$ cat src/rtl/sort_engine.sv
// ----------------------------------------------------------------------------
// sort_engine
//   Buffers a batch of DEPTH unsigned words, bubble-sorts them in place using
//   one shared comparator (one compare per clock), then drains them in order.
//
//   Parameters : WIDTH   data word width (comparator SIZE)
//                DEPTH   words per batch, power of two, >= 2
//                DESCEND 0 = ascending output, 1 = descending output
//   Ports      : clk, rst_n (async, active-low)
//                in_valid / in_ready / in_data     producer handshake
//                out_valid / out_ready / out_data  consumer handshake
//                busy                              high while sorting
//   Macro      : SORT_EARLY_EXIT_EN  leave SORT after any pass with no swap
//
//   Also contains the comparator datapath module the engine is built on.
// ----------------------------------------------------------------------------

module comparator #(
    parameter int SIZE = 8
) (
    input  logic [SIZE-1:0] a,
    input  logic [SIZE-1:0] b,
    output logic            a_larger,
    output logic            equal
);
    assign a_larger = (a > b);
    assign equal    = (a == b);
endmodule

module sort_engine #(
    parameter int WIDTH   = 8,
    parameter int DEPTH   = 8,
    parameter int DESCEND = 0
) (
    input  logic             clk,
    input  logic             rst_n,
    input  logic             in_valid,
    output logic             in_ready,
    input  logic [WIDTH-1:0] in_data,
    output logic             out_valid,
    input  logic             out_ready,
    output logic [WIDTH-1:0] out_data,
    output logic             busy
);
    localparam int PW = (DEPTH > 2) ? $clog2(DEPTH) : 1;
    localparam logic [PW-1:0] LAST_IDX = PW'(DEPTH - 1);
    localparam logic [PW-1:0] LAST_J   = PW'(DEPTH - 2);

    typedef enum logic [1:0] {LOAD, SORT, DRAIN} state_t;

    state_t            state_q, state_d;
    logic [WIDTH-1:0]  mem_q [DEPTH];
    logic [WIDTH-1:0]  mem_d [DEPTH];
    logic [PW-1:0]     wr_ptr_q, wr_ptr_d;
    logic [PW-1:0]     rd_ptr_q, rd_ptr_d;
    logic [PW-1:0]     j_q, j_d;
    logic [PW-1:0]     pass_q, pass_d;
    logic [PW-1:0]     j_nxt;
    logic [WIDTH-1:0]  cmp_a, cmp_b;
    logic              a_larger, equal;
    logic              do_swap;
    logic              sort_exit;

    assign j_nxt = j_q + PW'(1);
    assign cmp_a = mem_q[j_q];
    assign cmp_b = mem_q[j_nxt];

    comparator #(.SIZE(WIDTH)) u_cmp (
        .a        (cmp_a),
        .b        (cmp_b),
        .a_larger (a_larger),
        .equal    (equal)
    );

    // Equal words never swap in either direction, which keeps the sort stable.
    assign do_swap = (DESCEND != 0) ? (!a_larger && !equal) : a_larger;

`ifdef SORT_EARLY_EXIT_EN
    logic swapped_q, swapped_d;
    // Include this cycle's swap: the last compare of a pass may be the only one.
    assign sort_exit = (j_q == LAST_J) && ((pass_q == LAST_J) || !(swapped_q || do_swap));
`else
    assign sort_exit = (j_q == LAST_J) && (pass_q == LAST_J);
`endif

    always_comb begin
        // NOTE: every combinational output gets a default first so no path
        // through the case statement leaves a latch behind.
        state_d  = state_q;
        mem_d    = mem_q;
        wr_ptr_d = wr_ptr_q;
        rd_ptr_d = rd_ptr_q;
        j_d      = j_q;
        pass_d   = pass_q;
`ifdef SORT_EARLY_EXIT_EN
        swapped_d = swapped_q;
`endif
        case (state_q)
            LOAD: begin
                if (in_valid) begin
                    mem_d[wr_ptr_q] = in_data;
                    wr_ptr_d        = wr_ptr_q + PW'(1);
                    if (wr_ptr_q == LAST_IDX) begin
                        state_d = SORT;
                        j_d     = '0;
                        pass_d  = '0;
`ifdef SORT_EARLY_EXIT_EN
                        swapped_d = 1'b0;
`endif
                    end
                end
            end
            SORT: begin
                if (do_swap) begin
                    mem_d[j_q]   = cmp_b;
                    mem_d[j_nxt] = cmp_a;
                end
                j_d = j_nxt;
`ifdef SORT_EARLY_EXIT_EN
                swapped_d = swapped_q | do_swap;
`endif
                if (j_q == LAST_J) begin
                    j_d    = '0;
                    pass_d = pass_q + PW'(1);
`ifdef SORT_EARLY_EXIT_EN
                    swapped_d = 1'b0;
`endif
                end
                if (sort_exit) begin
                    state_d  = DRAIN;
                    rd_ptr_d = '0;
                    pass_d   = '0;
                end
            end
            DRAIN: begin
                if (out_ready) begin
                    rd_ptr_d = rd_ptr_q + PW'(1);
                    if (rd_ptr_q == LAST_IDX) begin
                        state_d  = LOAD;
                        wr_ptr_d = '0;
                    end
                end
            end
            default: state_d = LOAD;
        endcase
    end

    always_ff @(posedge clk or negedge rst_n) begin
        if (!rst_n) begin
            // NOTE: the batch array is reset too, so out_data reads 0 after
            // reset and no stale batch can ever be drained.
            state_q  <= LOAD;
            wr_ptr_q <= '0;
            rd_ptr_q <= '0;
            j_q      <= '0;
            pass_q   <= '0;
            for (int i = 0; i < DEPTH; i++) mem_q[i] <= '0;
`ifdef SORT_EARLY_EXIT_EN
            swapped_q <= 1'b0;
`endif
        end else begin
            // NOTE: non-blocking assignments so every flop samples the
            // pre-edge values computed above.
            state_q  <= state_d;
            wr_ptr_q <= wr_ptr_d;
            rd_ptr_q <= rd_ptr_d;
            j_q      <= j_d;
            pass_q   <= pass_d;
            mem_q    <= mem_d;
`ifdef SORT_EARLY_EXIT_EN
            swapped_q <= swapped_d;
`endif
        end
    end

    assign in_ready  = (state_q == LOAD);
    assign out_valid = (state_q == DRAIN);
    assign busy      = (state_q == SORT);
    assign out_data  = mem_q[rd_ptr_q];

endmodule

$ cat config.mk
export PLATFORM = sky130hd
export DESIGN_NAME = sort_engine
export DESIGN_NICKNAME = d
export VERILOG_FILES = /design/src/rtl/sort_engine.sv
export SDC_FILE = /design/constraint.sdc
export NUM_CORES = 1
export LEC_CHECK = 0
export BUFFER_PORTS_ARGS = -buffer_cell sky130_fd_sc_hd__buf_2
export CORE_ASPECT_RATIO = 0.8
export CORE_MARGIN = 10
export CORE_UTILIZATION = 40
export DETAILED_ROUTE_END_ITERATION = 12
export GPL_TIMING_DRIVEN = 0
export PLACE_DENSITY = 0.66
export RECOVER_POWER = 50
export SETUP_SLACK_MARGIN = 0.4
export SLEW_MARGIN = 30
export SYNTH_ARGS = -nofsm -noshare
export SYNTH_HDL_FRONTEND = slang
export SYNTH_HIERARCHICAL = 1
export SYNTH_SLANG_ARGS = --single-unit
$ cat constraint.sdc
create_clock -name clk -period 6 [get_ports clk]
set_input_delay 0.3 -clock clk [delete_from_list [all_inputs] [get_ports clk]]
set_output_delay 0.3 -clock clk [all_outputs]
set_load 0.005 [all_outputs]
Word-level counts from Yosys, hierarchy flattened
Index checks and enable logic that the tools add are counted.

Register bits: 78. Logic and storage cells: 97. Input bits: 12. Output and inout bits: 11.

Equality and inequality tests: 13. Order comparisons: 8. Reduce and logical (&&, ||, !) cells: 14. Muxes and demuxes: 41. Add/subtract/negate cells: 4. Bitwise operators: 4.

Operators by type and width (count): $bwmux W64 (3); $mux W64 (2); $pmux W64 S2 (1); $bmux W8 S3 (3); $demux W8 S3 (3); $mux W8 (9); $mux W3 (10); $pmux W3 S2 (4); $ge A4 B4 Y1 const B (4); $not A3 Y4 (4); $add A3 B1 Y3 const B (4); $eq A3 B3 Y1 const B (4); $lt A4 B1 Y1 const B (3); $mux W2 (5); $ne A2 B1 Y1 const B (5); $reduce_and A3 Y1 (3); $gt A8 B8 Y1 (1); $reduce_and A4 Y1 (2); $pmux W2 S3 (1); $reduce_bool A2 Y1 (3); $reduce_and A5 Y1 (1); $logic_and A1 B1 Y1 (4); $ne A3 B1 Y1 const B (1); $eq A2 B1 Y1 const B (1); 3 further kinds (3).

Depth between registers and ports, before layout
Gate-level depths: netlist of run 1.

Depth after elaboration: 9. Mapped depth: 20. Gate-level depth less buffers: 15.

By module
The synthesis of run 1 kept the hierarchy.

Modules (own cells, without submodules): sort_engine (cells an instance 725, seq. area each 1951.9 µm², area each 6799.0 µm², instances 1); comparator (cells an instance 28, seq. area each 0.0 µm², area each 220.2 µm², instances 1).

Worst setup path before layout of run 1
No wires, ideal clock.

Path kind: register to register. From: register j_q[0]. To: register mem_q[54] in the netlist's numbering. Path buffers: 4. Setup time: 0.153 ns. Period minus slack after synthesis: 3.714 ns. Stages on the path, launching flop included: 19. Required time: 5.847 ns. Data arrival time: 3.561 ns. Slack: 2.286 ns. Cell sequence: dfrtp_1 > buf_6 > inv_2 > buf_6 > ha_1 > inv_2 > mux4_2 > inv_1 > inv_1 > ha_1 > nand2_1 > o21ai_0 > o22a_1 > mux2i_1 > or2_2 > clkbuf_1 > buf_2 > a221oi_1 > a32oi_1.

Elaborated cells on any way between the ends: 26. Classes of those cells: 1 x add/sub; 5 x order compare; 1 x eq/ne; 14 x mux; 2 x bitwise; 3 x reduce/logical.

RTL lines: from (decl) (line 56) `logic [PW-1:0] j_q, j_d;`; from (signal assigned) (line 167) `j_q <= j_d;`; $add A3 B1 Y3 (line 64) `assign j_nxt = j_q + PW'(1);`; $not A3 Y4 (not written as such) (line 66) `assign cmp_b = mem_q[j_nxt];`; $bmux W8 S3 (line 66); $mux W8 (not written as such) (2 in a row) (line 66); named net cmp_b[7] (line 59) `logic [WIDTH-1:0] cmp_a, cmp_b;`; $gt A8 B8 Y1 (line 26) `assign a_larger = (a > b);`; named net a_larger (line 60) `logic a_larger, equal;`; $ne A2 B1 Y1 (no source line); $reduce_and A3 Y1 (no source line); to (signal assigned) (line 169) `mem_q <= mem_d;`; to (decl) (line 52) `logic [WIDTH-1:0] mem_q [DEPTH];`.

The timed path passes the listed nets, and every way through them passes these cells. The select of a mux whose other input is x is not followed. A chain may end at the register's enable or synchronous reset.

Final worst setup path of run 1
From: register j_q[0]. To: register mem_q[30] in the netlist's numbering.

The elaborated chain is that of the path after synthesis.

==> impl_metrics.tcl, run 1 <==
set metrics [dict create \
    leakage_nw 3.04 \
    cts_hold_buf 1 \
    drv_slew 81 \
    setup.worst_path.start_class "flip-flop" \
    syn_area_per_cell_um2 9.33 \
    grt_overflow_total 0 \
    grt_pass1_vias 6809 \
    skew_ns 0.0107 \
    worstPathRequired_ns 6.25 \
    area_delta_synth_final_pct 11.0 \
    drt-total-wl_um 30000 \
    dieArea_mm2 0.0233 \
    crit_type "flip-flop to flip-flop" \
    path_clk_slew_ns 0.06 \
    crit_start "j_q[0]$_DFFE_PN0P_" \
    r2r-start "j_q[0]$_DFFE_PN0P_" \
    rsz0062_at_grt "no" \
    grt_max_degree 45 \
    cts_resized 0 \
    nFillCells 1652 \
    reg2regPathDepth 17 \
    cts_htree_levels 3 \
    grt_pass1_wl_um 44100 \
    coreArea_mm2 0.0173 \
    ff2ff_setup_slack_ns 0.77 \
    max_slew.worst_pin.slew_ns 2.56 \
    ant_nets 0 \
    portBuffers 22 \
    dp_hpwl_um 21300 \
    insertedDiodeCount 0 \
    drive_gt1_share_pct 17.2 \
    root_buffer "clkbuf_16" \
    status "finished, violations left" \
    timing.setup.tns_ns 0 \
    finalSetupViolations 0 \
    die_x_um 168 \
    period_share_pct 87.1 \
    syn_inst 752 \
    clock_latency_ns 0.36 \
    ios 23 \
    cp.arrival_ns 5.48 \
    fin_total_pwr_mw 2.37 \
    drt_first_iter_violations 1167 \
    crit_end "mem_q[30]$_DFFE_PN0P_" \
    nets 815 \
    r2r-end "mem_q[30]$_DFFE_PN0P_" \
    routabilityCongestion 1.01 \
    syn_nets 780 \
    grt_antenna_before_repair 1 \
    syn-cell-area_mm2 0.00702 \
    final-hold-violation-count 0 \
    clock-sinks 78 \
    vias 7374 \
    cts_setup_buffers 0 \
    end_kind "flip-flop" \
    violations "capacitance limit, slew limit" \
    tritoncts "done" \
    numCtsBuffers 9 \
    gr-usage-all-layers_pct 24.6 \
    fin_cells 1017 \
    fin_util_pct 45.1 \
    wl_per_cell_um 29.5 \
    initial_utilization_pct 40.6 \
    yosys_warnings 6 \
    period_needed_ns 5.23 \
    fmax_mhz 191 \
    peakVddDrop_mv 0.204 \
    drc_errors 0 \
    holdCritPathClass "primary input to flip-flop" \
    placedCellCount 1000 \
    worstPathMaxFanout 10 \
    relSlewSlack_pct -70.4 \
    viasPerCell 7.25 \
    dr.pass1.iters 6 \
    fp.dieH_um 138 \
    powerDensity_mw_per_mm2 304 \
    maxCapViolCount 2 \
    clockBufferDepth 2 \
    rows 43 \
]
worst min-delay path by stage:
stage	endpoint	depth (start not counted)	slack [ns]	startpoint
6_report	wr_ptr_q[0]$_DFFE_PN0P_	3	0.29	in_valid
4_1_cts	wr_ptr_q[0]$_DFFE_PN0P_	3	0.27	in_valid
3_3_place_gp	pass_q[2]$_DFFE_PN0P_	1	0.49	pass_q[2]$_DFFE_PN0P_
3_5_place_dp	pass_q[1]$_DFFE_PN0P_	1	0.22	rst_n
2_1_floorplan	j_q[0]$_DFFE_PN0P_	0	0.004	rst_n
5_1_grt	state_q[1]$_DFFE_PN0P_	3	0.31	out_ready
where the power goes:
part	switching (mW)	internal (mW)	total (mW)
Clock	0.243	0.406	0.649
Sequential	0.0809	0.586	0.667
Combinational	0.645	0.408	1.05
Total	0.969	1.40	2.37
routing by layer:
metal	GRT usage, %	share of wire [%]	up-vias
li1	-	-	3061
met1	33.9	41	3542
met2	32.1	39	641
met3	10.3	16	128
met4	11.7	5.1	2
met5	0	0.16	-
sequential cells by signal, indices dropped and copies added, names as in the netlist:
register  flops
rd_ptr_q      3
mem_q        64
j_q           3
state_q       2
pass_q        3
wr_ptr_q      3
layout make-up:
type	instances	area [um^2]	share of cell area, %
multi-input combinational	565	4580	58.8
clock inverter	6	110	1.41
sequential	78	1950	25.1
timing repair buffer	24	123	1.58
buffer	51	295	3.79
inverter	58	218	2.80
tap	225	282	3.62
clock buffer	10	229	2.94
critical path: stages, from the launching register on:
cell and delay (ns):
dfrtp_1 0.40, buf_6 0.17, inv_2 0.12, buf_6 0.24, ha_1 0.33, inv_2 0.27, mux4_2 0.69, inv_1 0.09
inv_1 0.04, ha_1 0.31, nand2_1 0.05, o21ai_0 0.35, o22a_1 0.32, mux2i_1 0.12, nor2_1 0.40, clkbuf_1 0.45
o31ai_1 0.37, a32oi_1 0.35
cell usage in the layout (no fill, tap or decap), types with 3 or more instances in the layout:
master     count
o31ai_1       11
a21oi_1       12
nand4_1        3
nand3_1        5
mux2_2        11
o21ai_1        3
o31a_1         4
ha_1          16
o22a_1        25
nor3_2         4
nand2b_1       9
a211oi_1      12
nand3b_1       6
clkbuf_16      9
a32oi_1       40
or3b_1         3
clkbuf_1      27
buf_2         34
nor2b_1        6
o31ai_2        3
a22o_1         4
nor2_1        24
a22oi_1        8
mux2i_1       27
nor3_1        28
a21o_1         8
buf_6          7
inv_1         56
o22ai_1        3
o21ai_0      107
mux4_2        36
and2_1         5
nand2_1       46
a221oi_1      52
and3b_1        5
or2_1          3
dfrtp_1       78
buf_1          3
bufinv_16      3
or2_2          3
stage by stage:
stage / cell area (um^2) / hold slack [ns] / worst slack [ns]
2_1_floorplan: 7020 / 0.00441 / 2.29
3_3_place_gp: 7410 / 0.491 / 1.07
3_5_place_dp: 7460 / 0.218 / 1.01
4_1_cts: 7800 / 0.267 / 0.976
5_1_grt: 7780 / 0.306 / 0.685
6_report: 7780 / 0.285 / 0.773
(Power assumes the default switching activity.)
==> inputs of run 2 (changes only) <==
--- a/config.mk
+++ b/config.mk
@@ -9,13 +9,13 @@
 export CORE_ASPECT_RATIO = 0.8
 export CORE_MARGIN = 10
 export CORE_UTILIZATION = 40
+export CTS_CLUSTER_SIZE = 14
 export DETAILED_ROUTE_END_ITERATION = 12
 export GPL_TIMING_DRIVEN = 0
-export PLACE_DENSITY = 0.66
+export PLACE_DENSITY = 0.67
 export RECOVER_POWER = 50
 export SETUP_SLACK_MARGIN = 0.4
 export SLEW_MARGIN = 30
 export SYNTH_ARGS = -nofsm -noshare
 export SYNTH_HDL_FRONTEND = slang
-export SYNTH_HIERARCHICAL = 1
 export SYNTH_SLANG_ARGS = --single-unit
==> impl_metrics.tcl, run 2 <==
set metrics [dict create \
    grt_antenna_before_repair 0 \
    nFillCells 1453 \
    ff2ff_setup_slack_ns 0.98 \
    fp.dieH_um 131 \
    cts_htree_levels 3 \
    yosys_warnings 0 \
    clock_latency_ns 0.35 \
    ys_seq_area_share_pct 31.5 \
    cp.arrival_ns 5.25 \
    viasPerCell 6.63 \
    timing.setup.tns_ns 0 \
    synth_area_leader_cell "dfrtp_1" \
    yosys.cell_types.count 45 \
    regMostFlops "mem_q" \
    drt_first_iter_violations 844 \
    rsz0062_at_grt "no" \
    grt_overflow_total 0 \
    multiInputGateArea_mm2 0.00400 \
    ys_seq_elements 78 \
    gr-usage-all-layers_pct 21.2 \
    routabilityCongestion 0.966 \
    dieArea_mm2 0.0209 \
    peakVddDrop_mv 0.226 \
    path_clk_slew_ns 0.06 \
    portBuffers 22 \
    maxCapViolCount 2 \
    drc_errors 0 \
    crit_type "flip-flop to flip-flop" \
    ios 23 \
    seqCellArea_mm2 0.00195 \
    syn_inst 613 \
    grt_pass1_wl_um 34500 \
    placedCellCount 846 \
    ys_top_cells_by_count "dfrtp_1 (78), mux2_2 (68), o221ai_1 (64)" \
    grt_pass1_vias 5383 \
    worstPathMaxFanout 10 \
    place_area_mm2 0.00661 \
    final_cell_mix "dfrtp_1 (78), mux2_2 (68), o221ai_1 (64)" \
    max_slew.worst_pin.slew_ns 2.68 \
    skew_ns 0.00596 \
    crit_top_cell "buf_4" \
    drv_slew 81 \
    cts_resized 0 \
    initial_utilization_pct 41.0 \
    ant_nets 0 \
    clock-sinks 78 \
    violations "capacitance limit, slew limit" \
    worstPathRequired_ns 6.23 \
    syn-cell-area_mm2 0.00620 \
    tritoncts "done" \
    max_stage_delay_ns 0.45 \
    worstPathCellList "buf_4 -> inv_2 -> clkbuf_1 -> ha_1 -> clkbuf_1 -> nand2b_1 -> buf_4 -> o22ai_1 -> nor2_2 -> ha_1 -> nand4_1 -> nor3_1 -> a211o_1 -> a31oi_4 -> and3_1 -> buf_4 -> mux2_1" \
    drt-total-wl_um 23000 \
    numCtsBuffers 9 \
    die_x_um 159 \
    vias 5728 \
    setup.worst_path.start_class "flip-flop" \
    synth.most_common_cell "dfrtp_1" \
    area_delta_synth_final_pct 10.7 \
    clockBufferDepth 2 \
    synth_top_area_share_pct 31.5 \
    leakage_nw 2.88 \
    final_common_cell "dfrtp_1" \
    grt_max_degree 47 \
    nets 676 \
    syn_area_per_cell_um2 10.1 \
    drive_gt1_share_pct 24.5 \
    cts_hold_buf 1 \
    wl_per_cell_um 26.7 \
    fin_cells 864 \
    holdCritPathClass "primary input to flip-flop" \
    relSlewSlack_pct -78.5 \
    synth_edf_count 0 \
    dp_hpwl_um 16700 \
    powerDensity_mw_per_mm2 527 \
    final-hold-violation-count 0 \
    status "finished, violations left" \
    syn_nets 641 \
    rows 40 \
    coreArea_mm2 0.0151 \
    root_buffer "clkbuf_16" \
    final_area_mm2 0.00687 \
    synth_flop_cell "dfrtp_1" \
    fmax_mhz 199 \
    synth_area_leaders "dfrtp_1 (31%), mux2_2 (12%), mux2i_1 (10%)" \
    period_share_pct 83.6 \
    critical_path.slowest_cell "o22ai_1" \
    end_kind "flip-flop" \
    cts_setup_buffers 0 \
    async_flop_share_pct 100 \
    period_needed_ns 5.02 \
    finalSetupViolations 0 \
    largest_register_ffs 64 \
    dr.pass1.iters 7 \
]
-- run 2: changes by cell type in the layout (fill, tap and decap cells not counted), sizes merged, moves of 40 or more --
cell	delta
a221oi	-52
a32oi	-40
inv	-44
mux2	+66
o21ai	-92
o221ai	+66
-- run 2: metrics by stage --
| step | power, mW | hold slack (ns) | setup WS [ns] | utilization [%] |
|---|---|---|---|---|
| 2_1_floorplan | 2.33 | 0.00441 | 2.19 | - |
| 3_3_place_gp | 2.96 | 0.476 | 1.18 | 43.5 |
| 3_5_place_dp | 3.01 | 0.206 | 1.16 | 43.7 |
| 4_1_cts | 3.56 | 0.276 | 1.14 | 45.7 |
| 5_1_grt | 3.77 | 0.286 | 0.840 | 45.4 |
| 6_report | 3.62 | 0.277 | 0.985 | 45.4 |
-- run 2: final cells by class --
type                    count  area share, %
well taps                 210           3.83
inverters                  15          0.838
clock inverters             3          0.255
plain buffers              36           2.72
clock buffers              13           3.94
flip-flops and latches     78           28.4
diodes                      1         0.0364
multi-input cells         484           58.2
repair buffers             24           1.77
-- run 2: worst max-delay path, delay by kind of cell, from the launching register on --
family          cells  cell delay [ns]
flops               1             0.42
compound gates      3             1.21
simple gates        5             0.83
fa+ha+maj           2             0.66
mux                 1             0.35
buf+inv             6             1.40
-- run 2: metal layers --
layer  GRT usage [%]  up-vias  share of wire, %
met3            8.55       41                13
met5               0        -                 0
met4            6.06        0               2.1
met1            29.0     2871                43
li1                -     2468                 -
met2            29.8      348                42
-- run 2: where the power goes --
| part | leakage (nW) | switching [mW] | internal, mW |
|---|---|---|---|
| Sequential | 1.07 | 0.161 | 0.683 |
| Clock | 0.142 | 0.228 | 0.313 |
| Combinational | 1.68 | 1.44 | 0.792 |
-- run 2: final timing paths --
| path | start | end | depth (start not counted) |
|---|---|---|---|
| hold / removal | out_ready | state_q[1]$_DFFE_PN0P_ | 3 |
| setup / recovery | j_q[0]$_DFFE_PN0P_ | mem_q[5]$_DFFE_PN0P_ | 17 |
| max in group asynchronous | rst_n | mem_q[51]$_DFFE_PN0P_ | 3 |
| setup reg to reg | j_q[0]$_DFFE_PN0P_ | mem_q[5]$_DFFE_PN0P_ | 17 |
| hold reg to reg | pass_q[2]$_DFFE_PN0P_ | pass_q[2]$_DFFE_PN0P_ | 1 |
| min in group asynchronous | rst_n | mem_q[12]$_DFFE_PN0P_ | 2 |
-- run 2: kinds of logic (layout without fill, tap and decap cells) --
family                     after synthesis  count (layout)  share of synthesized area (%)
and+or+nand+nor                        171             171                           13.3
muxes                                  155             155                           29.8
AOI/OAI and AO/OA                      140             140                           17.8
DFF                                     78              78                           31.5
buffers and inverters                   51              91                           4.10
adders and majority gates               16              16                           3.23
xor gates and xnor gates                 2               2                          0.283
other                                    0               1                              0
